[config.mk]
export PLATFORM = sky130hd
export DESIGN_NAME = pipe_stage_elastic
export DESIGN_NICKNAME = d
export VERILOG_FILES = /design/src/rtl/lc3b_types.sv /design/src/rtl/pipe_slot.sv /design/src/rtl/pipe_stage_elastic.sv
export SDC_FILE = /design/constraint.sdc
export NUM_CORES = 1
export LEC_CHECK = 0
export CORE_MARGIN = 2
export CORE_UTILIZATION = 35
export DETAILED_ROUTE_END_ITERATION = 10
export HOLD_SLACK_MARGIN = 0.12
export PLACE_DENSITY = 0.61
export SYNTH_ARGS = -nofsm -noshare
export SYNTH_HDL_FRONTEND = slang
export SYNTH_HIERARCHICAL = 1
export SYNTH_SLANG_ARGS = --single-unit
[constraint.sdc]
create_clock -name clk -period 2.1 [get_ports clk]
set_input_delay 0.42 -clock clk [delete_from_list [all_inputs] [get_ports clk]]
set_output_delay 0.42 -clock clk [all_outputs]
set_load 0.005 [all_outputs]
[src/rtl/lc3b_types.sv]
// Shared LC-3b pipeline types: occupancy and elastic-stage state encodings.
package lc3b_types;

  typedef logic [1:0] pipe_occ_t;

  // Encoded as {main_valid, skid_valid}; 2'b01 is unreachable.
  typedef enum logic [1:0] {
    PS_EMPTY = 2'b00,
    PS_ONE   = 2'b10,
    PS_FULL  = 2'b11
  } pipe_stage_state_t;

endpackage

[src/rtl/pipe_slot.sv]
// One payload register plus valid bit, with load, synchronous reset and flush clear.
module pipe_slot #(
  parameter int unsigned WIDTH      = 16,
  parameter bit          CLEAR_DATA = 1'b1
) (
  input  logic             clk,
  input  logic             rst_n,
  input  logic             i_clear,
  input  logic             i_load,
  input  logic             i_valid,
  input  logic [WIDTH-1:0] i_data,
  output logic             o_valid,
  output logic [WIDTH-1:0] o_data
);

  logic             r_valid;
  logic [WIDTH-1:0] r_data;

  always_ff @(posedge clk) begin
    if (!rst_n) begin
      r_valid <= 1'b0;
      r_data  <= '0;
    end else if (i_clear) begin
      r_valid <= 1'b0;
      if (CLEAR_DATA) r_data <= '0;
    end else begin
      r_valid <= i_valid;
      if (i_load) r_data <= i_data;
    end
  end

  assign o_valid = r_valid;
  assign o_data  = r_data;

endmodule

[src/rtl/pipe_stage_elastic.sv]
// Elastic pipeline register: main slot plus skid slot, with a fully registered in_ready.
module pipe_stage_elastic
  import lc3b_types::*;
#(
  parameter int unsigned WIDTH      = 16,
  parameter bit          CLEAR_DATA = 1'b1
) (
  input  logic             clk,
  input  logic             rst_n,
  input  logic             in_valid,
  input  logic [WIDTH-1:0] in_data,
  output logic             in_ready,
  output logic             out_valid,
  output logic [WIDTH-1:0] out_data,
  input  logic             out_ready,
  input  logic             flush,
  output pipe_occ_t        occupancy
);

  logic              w_main_v, w_skid_v;
  logic [WIDTH-1:0]  w_skid_data;
  logic              w_main_load, w_main_vd, w_skid_load, w_skid_vd;
  logic [WIDTH-1:0]  w_main_din;
  logic              w_in_fire, w_out_fire;
  logic              r_in_ready;
  pipe_stage_state_t w_state;

  assign w_in_fire  = in_valid & r_in_ready;
  assign w_out_fire = w_main_v & out_ready;
  assign w_state    = pipe_stage_state_t'({w_main_v, w_skid_v});

  always_comb begin
    w_main_load = 1'b0;
    w_main_vd   = w_main_v;
    w_main_din  = in_data;
    w_skid_load = 1'b0;
    w_skid_vd   = w_skid_v;
    unique case (w_state)
      PS_EMPTY: begin
        if (w_in_fire) begin
          w_main_load = 1'b1;
          w_main_vd   = 1'b1;
        end
      end
      PS_ONE: begin
        if (w_in_fire && w_out_fire) begin
          w_main_load = 1'b1;
        end else if (w_in_fire) begin
          w_skid_load = 1'b1;
          w_skid_vd   = 1'b1;
        end else if (w_out_fire) begin
          w_main_vd = 1'b0;
        end
      end
      PS_FULL: begin
        // in_ready is low here, so only the drain path exists.
        if (w_out_fire) begin
          w_main_load = 1'b1;
          w_main_din  = w_skid_data;
          w_skid_vd   = 1'b0;
        end
      end
      default: ;
    endcase
  end

  pipe_slot #(
    .WIDTH      (WIDTH),
    .CLEAR_DATA (CLEAR_DATA)
  ) u_main (
    .clk     (clk),
    .rst_n   (rst_n),
    .i_clear (flush),
    .i_load  (w_main_load),
    .i_valid (w_main_vd),
    .i_data  (w_main_din),
    .o_valid (w_main_v),
    .o_data  (out_data)
  );

  pipe_slot #(
    .WIDTH      (WIDTH),
    .CLEAR_DATA (CLEAR_DATA)
  ) u_skid (
    .clk     (clk),
    .rst_n   (rst_n),
    .i_clear (flush),
    .i_load  (w_skid_load),
    .i_valid (w_skid_vd),
    .i_data  (in_data),
    .o_valid (w_skid_v),
    .o_data  (w_skid_data)
  );

  // Registered from next-state skid valid so back-pressure never chains combinationally.
  always_ff @(posedge clk) begin
    if (!rst_n || flush) r_in_ready <= 1'b1;
    else                 r_in_ready <= !w_skid_vd;
  end

  always_ff @(posedge clk) begin
    if (rst_n) assert (!(w_skid_v && !w_main_v));
  end

  assign in_ready  = r_in_ready;
  assign out_valid = w_main_v;
  assign occupancy = pipe_occ_t'({1'b0, w_main_v}) + pipe_occ_t'({1'b0, w_skid_v});

endmodule

==> out/qor.yml, run 1 <==
outcome:
  status: "finished, final reports clean"
power:
  p_per_area_nw_per_um2: 626.7
  total_power_w: 0.001414
  ir_worst_vdd_mv: 0.3524
  leakagePower_nw: 0.8911
synth:
  synth_area_per_cell_um2: 10.75
  syn-cell-area_um2: 1667
  ys_async_sr_fraction_pct: 0
  yosysSeqAreaShare_pct: 42.04
  synth_edf_count: 0
  synth.distinct_cells: 23
  synth-seq-cells: 35
  synth_ff_type: "dfxtp_1"
  syn_inst: 155
  synth_nets: 180
  yosys_warnings: 6
cts:
  clk_pin_slew_worst_paths_ns: 0.07
  cts_setup_buffers: 0
  clkLatencyLatePin_ns: 0.28
  htreeDepth: 2
  cts_inserted_buffers: 5
  cts_tree: "built"
  clk_path_buf_depth: 2
  cts-root-buf: "clkbuf_8"
  ctsHoldBuffers: 0
  cts_sinks: 35
placed_design:
  placed_cell_area_um2: 2143
  place.gp.congestion: 0.8497
  hpwl_um: 2608
  io_buffers: 40
setup_path:
  r2r_cells: 8
  reg2reg_slack_ns: 0.16
  required_ns: 1.68
  path_cells: "buf_6 -> inv_2 -> ha_1 -> clkdlybuf4s50_1"
  crit_path_max_fanout: 5
  r2r-end: "u_main/o_data[14]"
  slowest_stage: "clkdlybuf4s50_1"
  crit_path_max_incr_delay_ns: 0.49
  worstPathArrival_ns: 1.60
  path_delay_family: "buffers and inverters"
  end_kind: "output pin"
  crit_type: "register to output pin"
  path_buf_inv: 3
  setup.worst_path.start_class: "register"
  cp.depth: 4
  timing.rr.start: "u_skid/o_valid"
die:
  start_util_pct: 35.76
  core_area_um2: 4661
  row_count: 25
  die_h_um: 73.01
  pin_count: 41
  dieArea_um2: 5330
  die_x_um: 73.01
drt:
  vias: 1262
  drtIter0Drc: 38
  wirelength_um: 3530
  routed_via_density: 4.817
  firstDrtPassIters: 4
  ant_nets: 0
  wire_per_inst_um: 13.47
  drc_errors: 0
timing:
  worst_pin_slew_ns: 0.3662
  slew_headroom_pct: 75.20
  setup_viol: 0
  rsz0062_at_grt: "yes"
  slew_violations: 0
  hold_viol_final: 0
  tns_ns: 0
  period_minus_slack_ns: 2.025
  whs_ns: 0.4919
  fmax_ghz: 0.4939
  period_share_pct: 96.41
  clock_skew_ns: 0.004462
global_route:
  grt_pass1_wl_um: 5858
  grt_pass1_vias: 1287
  grt-ovfl-total: 0
  grt_max_degree: 12
  track_usage_pct: 14.32
  antenna_found_initial: 0
cells_and_area:
  final_cell_mix: "clkdlybuf4s50_1 (40), nor2_1 (36), dfxtp_1 (34)"
  fill_cells: 445
  layout-drive-gt1-share_pct: 20.67
  num_antenna_cells: 0
  final_cell_area_um2: 2256
  syn_to_final_growth_pct: 35.36
  layout_commonest_cell: "clkdlybuf4s50_1"
  nets: 232
min_path:
  min_to: "u_skid/o_data[0]"
  hp-start: "u_skid/o_data[0]"
  hold_depth: 2
  min_path_type: "register to register"
job:
  cap_violations: 0
[how the worst max path moves through the flow]
stage | slack [ns] | start | end
2_1_floorplan | 0.13 | u_main/o_valid | u_main/o_data[2]
3_3_place_gp | -0.02 | out_ready | u_main/o_data[5]
3_5_place_dp | -0.08 | out_ready | u_main/o_data[4]
4_1_cts | 0.03 | u_main/o_valid | occupancy[0]
5_1_grt | -0.01 | u_skid/o_valid | u_main/o_data[1]
6_report | 0.08 | u_main/o_valid | occupancy[0]
[what timing repair did]
item	in CTS	in global routing
resized for setup	1	2
pin swaps	0	0
setup endpoints to repair	1	4
hold endpoints to repair	0	0
[cell families (layout without fill, tap and decap cells)]
logic type	Yosys count	in the layout	synth area share, %
compound gates	8	8	2.928
flops	35	35	42.04
buf+inv	14	67	7.507
fa+ha+maj	4	4	3.003
simple gates	46	46	12.46
mux	48	48	32.06
[cell usage after synthesis (3+ instances only)]
library cell / number / share of area (%)
a21oi_1: 3 / 0.90
buf_6: 5 / 3.4
dfxtp_1: 35 / 42
ha_1: 4 / 3.0
inv_1: 4 / 0.90
mux2_2: 7 / 4.7
mux2_4: 9 / 8.1
mux2i_1: 32 / 19
nand2b_1: 3 / 1.1
nor2_1: 36 / 8.1
[registers in the layout, indices dropped and copies added (netlist names)]
register        cells
in_ready            1
u_main/o_valid      1
u_skid/o_valid      1
u_main/o_data      16
u_skid/o_data      16
[power by group]
part / internal (W) / leakage [nW] / total, W / switching, W
logic: 0.000117 / 0.557 / 0.000190 / 0.0000732
registers: 0.000678 / 0.284 / 0.000686 / 0.00000813
clock network: 0.000298 / 0.0505 / 0.000538 / 0.000240
total: 0.00109 / 0.891 / 0.00141 / 0.000321
[worst reg2reg max path: cells and delay by family (launching register included)]
family	cells	cell delay [ns]
adders and majority gates	1	0.24
buffers and inverters	2	0.34
DFF	1	0.32
and+or+nand+nor	3	0.50
muxes	1	0.22
AOI/OAI and AO/OA	1	0.22
[per-stage QoR]
step / worst slack [ns] / utilization [%] / std cells
after CTS: 0.03382 / 48.24 / 262
final: 0.07546 / 48.40 / 262
after floorplan: 0.1274 / - / 155
after detailed placement: -0.07505 / 45.99 / 254
after global routing: -0.01205 / 48.40 / 262
after global placement: -0.02485 / 45.99 / 254
[area by class of cell]
| class | instances | area (um2) | area share [%] |
|---|---|---|---|
| Timing Repair Buffer | 54 | 513.0 | 22.74 |
| Multi-Input combinational cell | 106 | 850.8 | 37.71 |
| Inverter | 5 | 18.77 | 0.8319 |
| Tap cell | 54 | 67.56 | 2.995 |
| Clock inverter | 1 | 7.507 | 0.3328 |
| Sequential cell | 35 | 701.9 | 31.11 |
| Clock buffer | 7 | 96.34 | 4.271 |
[routing by layer]
layer  global-route usage, %  up-vias  part of all wire, %
met4                   7.407        0                  1.7
met2                   22.02       41                   45
met5                       0        -                    0
met1                   18.03      588                   48
met3                   4.282        5                  6.0
li1                        -      628                    -
No activity file was read; power rests on OpenSTA's default activity.
==> run 2, diff against run 1 <==
--- a/config.mk
+++ b/config.mk
@@ -10,6 +10,7 @@
 export DETAILED_ROUTE_END_ITERATION = 10
 export HOLD_SLACK_MARGIN = 0.12
 export PLACE_DENSITY = 0.61
+export SKIP_LAST_GASP = 1
 export SYNTH_ARGS = -nofsm -noshare
 export SYNTH_HDL_FRONTEND = slang
 export SYNTH_HIERARCHICAL = 1
==> results of run 2 <==
Final layout, timing and power as in run 1 (identical DEF).
==> RTL change, RTL diff (flow settings as in run 1) <==
`CLEAR_DATA` is set to 1'b1 in 2 places; all go to 1'b0.
--- a/src/rtl/pipe_slot.sv
+++ b/src/rtl/pipe_slot.sv
@@ -1,7 +1,7 @@
 // One payload register plus valid bit, with load, synchronous reset and flush clear.
 module pipe_slot #(
   parameter int unsigned WIDTH      = 16,
-  parameter bit          CLEAR_DATA = 1'b1
+  parameter bit          CLEAR_DATA = 1'b0
 ) (
   input  logic             clk,
   input  logic             rst_n,
--- a/src/rtl/pipe_stage_elastic.sv
+++ b/src/rtl/pipe_stage_elastic.sv
@@ -3,7 +3,7 @@
   import lc3b_types::*;
 #(
   parameter int unsigned WIDTH      = 16,
-  parameter bit          CLEAR_DATA = 1'b1
+  parameter bit          CLEAR_DATA = 1'b0
 ) (
   input  logic             clk,
   input  logic             rst_n,
Formal check against the unedited RTL: not equivalent (Yosys sat finds a counterexample within 4 cycles, from zero or initial values and one cycle with rst_n low).
==> RTL change against run 1 <==
  * Highest routed layer unchanged
  * Critical path type unchanged
  * Design area up 6.3%
  * Sequential cell count unchanged
  * Sequential share of layout area down 1.9 points
  * Synthesized area up 7.1%
  * Total power down 2.4%
  * Critical path depth unchanged
  * Routed wire length up 1.8%
  * Worst setup slack worse by 0.0021 ns
==> RTL change: results (changes against run 1) <==
==========================================================================================
Clock edge transition at the registers on the reported setup and hold paths .      0.07 ns   about the same
Number of fill cells ........................................................          485   +9.0%
First-pass GRT wire length ..................................................      6030 µm   +2.9%
Share of synthesized registers carrying an async set or reset ...............           0%   unchanged
Sum of net half-perimeters after detailed placement .........................      2600 µm   -0.28%
Proportion of netlist area held by the largest area contributor .............        39.3%   -2.8 points
Syn-to-layout area delta ....................................................        34.4%
Final GP Congestion .........................................................        0.825   -3.0%
Library cell contributing the largest single delay on the critical path ..... clkdlybuf4s50_1
Length in cells of the worst reg-to-reg path ................................            8   unchanged
Static power due to leakage .................................................     0.934 nW   +4.8%
Via count ...................................................................         1350   +7.0%
Startpoint of the lowest-slack hold path .................................... u_skid/o_data[11]$_SDFFE_PN0P_
Maximum number of pins on one net before global-route repair ................           68   +56
Reg2reg setup slack .........................................................      0.23 ns   +0.07 ns
Met1 Usage GRT ..............................................................        20.0%   +2.0 points
Worst ir drop on vdd ........................................................   0.000282 V   -20%
Post-DP Area ................................................................     2300 µm²   +7.5%
# placed instances ..........................................................          297   +17%
Most frequent cells after synthesis ......................................... nand2_1, dfxtp_1, mux2i_1
Unique masters post-synth ...................................................           24   +4.3%
Worst-case hold slack .......................................................     0.458 ns   -0.0341 ns
Worst Hold Path Cells .......................................................            2   unchanged
CP max stage delay ..........................................................      0.49 ns   about the same
Fraction of final layout cells with drive strength greater than 1 ...........        17.2%   -3.4 points
End of the worst hold path .................................................. u_skid/o_data[11]$_SDFFE_PN0P_
Routed len/inst .............................................................      11.8 µm   -13%
Total track usage ...........................................................        14.0%   -0.28 points
Setup Skew ..................................................................    0.0105 ns   +0.00599 ns
Number of antenna violations at the first check in global routing ...........            0   unchanged
Net count reported at finish ................................................          262   +13%
Main area contributors after synthesis ...................................... dfxtp_1, mux2i_1, nand2_1, mux2_4, mux2_2
R2r endpoint ................................................................ u_main/o_data[13]$_SDFFE_PN0P_
Sequential cell area fraction in the yosys report ...........................        39.3%   -2.8 points
First DRT Iteration DRCs ....................................................           60   +58%
Result of the run ........................................................... complete, no violations
Final cell count without fillers ............................................          305   +16%
Maximum fanout along the worst path .........................................            7   +2
Number of buffers on the longest clock path .................................            2   unchanged
Most instantiated library cell after synthesis ..............................      nand2_1
Number of hold buffers added after CTS ......................................            0   unchanged
Met2 layer usage reported by global route ...................................        19.9%   -2.1 points
Count of inserted antenna diode cells .......................................            0   unchanged
Synthesis Warnings ..........................................................            6   unchanged
Worst slew margin relative to its limit .....................................        75.5%   +0.31 points
Syn_nets ....................................................................          216   +20%
Number of global-route vias before repair ...................................         1275   -0.93%
Switching pwr ...............................................................   0.000340 W   +6.0%
Met3 track demand over resource in global routing ...........................        5.16%   +0.88 points
Mapped Cells ................................................................          191   +23%
Family with the most delay on the worst path ................................ buffers and inverters
==========================================================================================
==> RTL change: cell families after synthesis <==
logic type | synth area share, %
mux | 29.9
buf+inv | 6.45
simple gates | 18.8
compound gates | 2.73
fa+ha+maj | 2.81
flops | 39.3
==> RTL change: tightest hold or removal path: stages, from the launching register on <==
cell     delay (ns)
dfxtp_1        0.31
nand2_1        0.05
mux2i_1        0.05
==> RTL change: power by group through the flow <==
stage | clock network [W] | logic, W | registers, W
6_report | 0.000477 | 0.000207 | 0.000695
4_1_cts | 0.000495 | 0.000210 | 0.000695
3_3_place_gp | 0 | 0.000208 | 0.000710
5_1_grt | 0.000527 | 0.000228 | 0.000697
3_5_place_dp | 0 | 0.000208 | 0.000711
2_1_floorplan | 0 | 0.000103 | 0.000713
==> RTL change: worst max-delay path by stage <==
stage | cells after the start | to | slack (ns)
floorplan | 8 | u_main/o_data[10]$_SDFFE_PN0P_ | 0.12
global placement | 7 | u_main/o_data[9]$_SDFFE_PN0P_ | -0.0006
detailed placement | 7 | u_main/o_data[13]$_SDFFE_PN0P_ | -0.06
CTS | 4 | occupancy[0] | 0.03
global route | 4 | occupancy[0] | 0.02
finish | 4 | occupancy[0] | 0.07
==> RTL change: what timing repair did <==
action / 4_1_cts / 5_1_grt
resized for setup: 0 / 1
setup endpoints to repair: 0 / 1
setup buffers: 0 / 0
==> RTL change: cell type report <==
cell class / count / area share, %
Clock buffer: 5 / 2.87
Clock inverter: 3 / 0.835
Inverter: 3 / 0.470
Multi-Input combinational cell: 140 / 40.6
Sequential cell: 35 / 29.2
Tap cell: 67 / 3.50
Timing Repair Buffer: 52 / 22.5
==> RTL change: layer usage <==
metal	routed length, µm	vias up
met5	0	-
met4	44	0
met3	94	5
met2	1590	25
met1	1870	598
li1	-	722
==> RTL change: stage by stage <==
stage               setup WS, ns  setup TNS (ns)
floorplan                  0.118               0
global placement       -0.000597        -0.00177
detailed placement       -0.0623          -0.345
global route              0.0156               0
finish                    0.0733               0
CTS                       0.0342               0
